==> config.mk <==
export PLATFORM = sky130hd
export DESIGN_NAME = lcd_timing_gen
export DESIGN_NICKNAME = d
export VERILOG_FILES = /design/src/rtl/lcd_timing_gen.sv
export SDC_FILE = /design/constraint.sdc
export NUM_CORES = 1
export LEC_CHECK = 0
export ABC_AREA = 0
export CORE_MARGIN = 2
export CORE_UTILIZATION = 50
export DETAILED_ROUTE_END_ITERATION = 16
export GPL_TIMING_DRIVEN = 0
export HOLD_SLACK_MARGIN = 0.05
export PLACE_DENSITY = 0.84
export SETUP_SLACK_MARGIN = 0.4
export SYNTH_ARGS = -nofsm -noshare
export SYNTH_HDL_FRONTEND = slang
export SYNTH_SLANG_ARGS = --single-unit
==> constraint.sdc <==
create_clock -name clk -period 3.5 [get_ports clk]
set_input_delay 0.35 -clock clk [delete_from_list [all_inputs] [get_ports clk]]
set_output_delay 0.35 -clock clk [all_outputs]
set_load 0.05 [all_outputs]
==> src/rtl/lcd_timing_gen.sv <==
// lcd_timing_gen: parametrised RGB-LCD sync/DE timing with one-cycle-ahead pixel request; colour bars with LCD_TEST_PATTERN_EN
module lcd_timing_gen #(
  parameter int H_SYNC   = 128,
  parameter int H_BACK   = 88,
  parameter int H_DISP   = 800,
  parameter int H_FRONT  = 40,
  parameter int V_SYNC   = 2,
  parameter int V_BACK   = 33,
  parameter int V_DISP   = 480,
  parameter int V_FRONT  = 10,
  parameter bit SYNC_POL = 1'b0,
  parameter int COORD_W  = 11,
  parameter int RGB_W    = 24
) (
  input  logic               clk,
  input  logic               rst_n,
  input  logic               en,
  input  logic               test_mode,
  input  logic [RGB_W-1:0]   pixel_data,
  output logic               data_req,
  output logic [COORD_W-1:0] pixel_xpos,
  output logic [COORD_W-1:0] pixel_ypos,
  output logic               lcd_hs,
  output logic               lcd_vs,
  output logic               lcd_de,
  output logic [RGB_W-1:0]   lcd_rgb,
  output logic               lcd_bl,
  output logic               frame_start
);
  localparam int H_TOTAL = H_SYNC + H_BACK + H_DISP + H_FRONT;
  localparam int V_TOTAL = V_SYNC + V_BACK + V_DISP + V_FRONT;
  localparam logic [COORD_W-1:0] H_LAST = COORD_W'(H_TOTAL - 1);
  localparam logic [COORD_W-1:0] V_LAST = COORD_W'(V_TOTAL - 1);
  localparam logic [COORD_W-1:0] H_S    = COORD_W'(H_SYNC);
  localparam logic [COORD_W-1:0] V_S    = COORD_W'(V_SYNC);
  localparam logic [COORD_W-1:0] H_A0   = COORD_W'(H_SYNC + H_BACK);
  localparam logic [COORD_W-1:0] H_A1   = COORD_W'(H_SYNC + H_BACK + H_DISP - 1);
  localparam logic [COORD_W-1:0] V_A0   = COORD_W'(V_SYNC + V_BACK);
  localparam logic [COORD_W-1:0] V_A1   = COORD_W'(V_SYNC + V_BACK + V_DISP - 1);
  localparam logic [COORD_W-1:0] ONE    = COORD_W'(1);
  logic [COORD_W-1:0] h_cnt, v_cnt;
  logic               h_wrap, v_wrap;
  logic [RGB_W-1:0]   colour;
  assign h_wrap     = h_cnt == H_LAST;
  assign v_wrap     = v_cnt == V_LAST;
  assign data_req   = h_cnt >= H_A0 && h_cnt <= H_A1 && v_cnt >= V_A0 && v_cnt <= V_A1;
  assign pixel_xpos = data_req ? h_cnt - H_A0 : '0;
  assign pixel_ypos = data_req ? v_cnt - V_A0 : '0;
`ifdef LCD_TEST_PATTERN_EN
  localparam int XW = COORD_W + 3;
  localparam int CW = RGB_W / 3;
  logic [2:0] bar;
  // bar = xpos*8/H_DISP by counting crossed bar boundaries
  always_comb begin
    bar = 3'd0;
    for (int k = 1; k < 8; k++)
      if ({pixel_xpos, 3'b000} >= XW'(k * H_DISP)) bar = bar + 3'd1;
  end
  assign colour = test_mode ? {{CW{~bar[1]}}, {CW{~bar[2]}}, {CW{~bar[0]}}} : pixel_data;
`else
  logic unused;
  assign unused = test_mode;
  assign colour = pixel_data;
`endif
  always_ff @(posedge clk) begin
    if (!rst_n) begin
      h_cnt       <= '0;
      v_cnt       <= '0;
      lcd_hs      <= ~SYNC_POL;
      lcd_vs      <= ~SYNC_POL;
      lcd_de      <= 1'b0;
      lcd_rgb     <= '0;
      lcd_bl      <= 1'b0;
      frame_start <= 1'b0;
    end else begin
      h_cnt       <= !en || h_wrap ? '0 : h_cnt + ONE;
      v_cnt       <= !en ? '0 : h_wrap ? (v_wrap ? '0 : v_cnt + ONE) : v_cnt;
      lcd_hs      <= en && h_cnt < H_S ? SYNC_POL : ~SYNC_POL;
      lcd_vs      <= en && v_cnt < V_S ? SYNC_POL : ~SYNC_POL;
      lcd_de      <= en && data_req;
      lcd_rgb     <= en && data_req ? colour : '0;
      lcd_bl      <= en;
      frame_start <= en && h_cnt == '0 && v_cnt == '0;
    end
  end
endmodule

==> results_dict.tcl <==
set metrics [dict create \
    worstMarginPinSlew_ps 722 \
    p_per_area_mw_per_mm2 300 \
    die_width_um 76.0 \
    worstPathMaxFanout 10 \
    cts_hold_buf 0 \
    ios 80 \
    cp_slowest_cell "or4_4" \
    hold_path.class "reg -> reg" \
    synthCells 305 \
    clock_latency_ps 300 \
    min_period_ps 2950 \
    post-place-ws_ps 175 \
    maxSlewViolCount 0 \
    cts_made_buffers 5 \
    via_per_inst 5.28 \
    worst_ep_required_time_ps 3150 \
    yosysWarnings 0 \
    max_freq_mhz 339 \
    m1WireLength_um 2890 \
    drive_above_1_share 0.185 \
    routed.top_layer "met4" \
    port-buffer-count 78 \
    clock-sinks 51 \
    syn_area_mm2 0.00259 \
    std_cell_rows 26 \
    ys_ff_latch 51 \
    critPathArrivalTime_ps 2600 \
    num_vias 2431 \
    fin_area_mm2 0.00348 \
    run_status "finished clean" \
    drt_iter0_drc 146 \
    setup_viol 0 \
    ant_nets 0 \
    grt_pass1_wl_um 10900 \
    wl_met2_um 3110 \
    overflow 0 \
    dr.pass1.iters 4 \
    slew_headroom 0.519 \
    synth-seq-area-share 0.393 \
    power_w 0.00104 \
    worst_path_largest_cell_delay_ps 530 \
    final_nets 425 \
    cts-root-buf "clkbuf_8" \
    ir_worst_vdd_uv 166 \
    grtUsageTotal 0.229 \
    final.setup.tns_ps 0 \
    fin_util 0.689 \
    end_kind "output pin" \
    die-area_mm2 0.00578 \
    antenna_found_initial 0 \
    drv_cap 0 \
    leakage_nw 1.40 \
    cts_tree "built" \
    finalHoldViolCount 0 \
    rsz0062_at_grt "false" \
    timing.final.crit_share 0.843 \
    syn-mean-instance-area_um2 8.51 \
    setup_ws_ps 548 \
    fin_skew_ps 5.62 \
    cts_setup_buffers 0 \
    synth_nets 340 \
    cp_common_cell "buf_6" \
    hpwlAfterDp_um 4890 \
    coreArea_mm2 0.00504 \
    worstSetupPathType "reg -> out" \
    dr_wl_met3_um 447 \
    path_cells "inv_1 -> ha_1 -> a41oi_1 -> nor4_1 -> or4_4 -> buf_6 -> buf_6 -> a21oi_1 -> clkbuf_4" \
    diodes 0 \
    drc 0 \
    die_h_um 76.0 \
    h-tree-depth 2 \
    placed_cell_area_mm2 0.00346 \
    grt_max_degree 16 \
    cts_buffer_depth 2 \
    ys_types 40 \
    start_util 0.515 \
    routed_wirelength_um 6510 \
    clkTransAtPathRegs_ps 90 \
    wire_per_inst_um 14.2 \
    fillers 417 \
    area_delta_synth_final_pct 33.9 \
    worstSetupStartpointType "flop" \
    gp_congestion 0.812 \
    first_global_vias 2227 \
]
## timing repair
| action | in CTS | in global routing |
|---|---|---|
| hold endpoints to repair | 0 | 0 |
| setup endpoints to repair | 23 | 23 |
| resized for setup | 120 | 9 |
## logic make-up (layout without fill, tap and decap cells)
| group | Yosys count | in the layout | share of synthesized area |
|---|---|---|---|
| compound gates | 25 | 25 | 0.0608 |
| xor+xnor | 26 | 26 | 0.0878 |
| fa+ha+maj | 7 | 7 | 0.0337 |
| buf+inv | 56 | 141 | 0.0974 |
| flops | 51 | 51 | 0.393 |
| mux | 2 | 2 | 0.00771 |
| simple gates | 138 | 138 | 0.319 |
## per-stage QoR
stage               std cells  hold WS (ps)
floorplan                 305           453
global placement          453           485
detailed placement        453           507
CTS                       460           531
global route              460           543
finish                    460           516
## synthesized netlist by cell type
cell,instances,area share
or3_1,3,0.0072
a2111o_1,1,0.0043
xor2_1,15,0.051
or4_1,1,0.0029
and4_1,4,0.013
inv_1,31,0.045
clkbuf_1,6,0.0087
nand2b_1,3,0.0072
nand3b_1,1,0.0029
a41oi_1,2,0.0068
nor3b_1,4,0.012
buf_1,2,0.0029
buf_2,13,0.025
and4b_1,1,0.0039
and2_1,3,0.0072
nand3_1,13,0.025
a21boi_0,1,0.0029
nand4b_1,1,0.0034
nor4b_1,2,0.0068
ha_1,7,0.034
o41ai_2,1,0.0063
nand4_1,6,0.014
buf_6,3,0.013
xnor2_1,11,0.037
a21oi_1,12,0.023
nand2_1,12,0.017
nor3b_2,1,0.0048
buf_4,1,0.0029
nor3_1,32,0.062
nor3_2,17,0.066
o211ai_1,1,0.0029
and3_1,4,0.0096
nor2_1,25,0.036
a211oi_1,1,0.0029
nor3_4,1,0.0063
o21ai_0,6,0.012
or4_4,1,0.0043
mux2i_1,2,0.0077
nor4_1,3,0.0072
dfxtp_1,51,0.39
## sequential cells by signal (all words and copies together) (netlist names)
register,flops
frame_start,1
h_cnt,11
lcd_bl,1
lcd_de,1
lcd_hs,1
lcd_rgb,24
lcd_vs,1
v_cnt,11
## path summary, 6_finish.rpt
kind	startpoint	to	slack, ps	depth (start not counted)
setup / recovery	h_cnt[3]	pixel_xpos[9]	550	9
hold / removal	h_cnt[0]	h_cnt[0]	520	1
setup reg to reg	h_cnt[0]	v_cnt[4]	1240	6
hold reg to reg	h_cnt[0]	h_cnt[0]	520	1
## final cells by class
class                      instances  area, µm²  share of cell area
buffer                            25        136              0.0392
clock buffer                       5       68.8              0.0198
clock inverter                     2       37.5              0.0108
inverter                          31        116              0.0335
multi-input combinational        198       1320               0.381
sequential                        51       1020               0.295
tap                               70       87.6              0.0252
timing repair buffer              78        681               0.196
## cell usage in the layout (no fill, tap or decap), drive strengths merged, types with 3 or more instances in the layout
master         synthesis  layout
nand4                  6       6
or3                    3       3
nor3b                  5       5
nand2b                 3       3
nand2                 12      12
clkbuf                 6      17
xnor2                 11      11
buf                   19      36
and2                   3       3
o21ai                  6       6
clkdlybuf4s50          0      55
nand3                 13      13
a21oi                 12      12
dfxtp                 51      51
nor3                  50      50
nor4                   3       3
and4                   4       4
ha                     7       7
nor2                  25      25
xor2                  15      15
inv                   31      31
and3                   4       4
## worst max-delay path, delay by kind of cell, from the launching register on
kind / cells / cell delay (ps)
buf+inv: 4 / 670
flops: 1 / 400
compound gates: 2 / 400
fa+ha+maj: 1 / 210
simple gates: 2 / 620
## power by group
group / switching (W) / internal (W)
sequential: 0.00000242 / 0.000583
clock: 0.000187 / 0.000209
combinational: 0.0000277 / 0.0000346
## layer usage
metal,GRT usage,vias up
met4,0.0436,0
met3,0.0438,8
met2,0.392,104
li1,-,1196
met1,0.306,1123
met5,0,-
No activity file was read; power rests on OpenSTA's default activity.
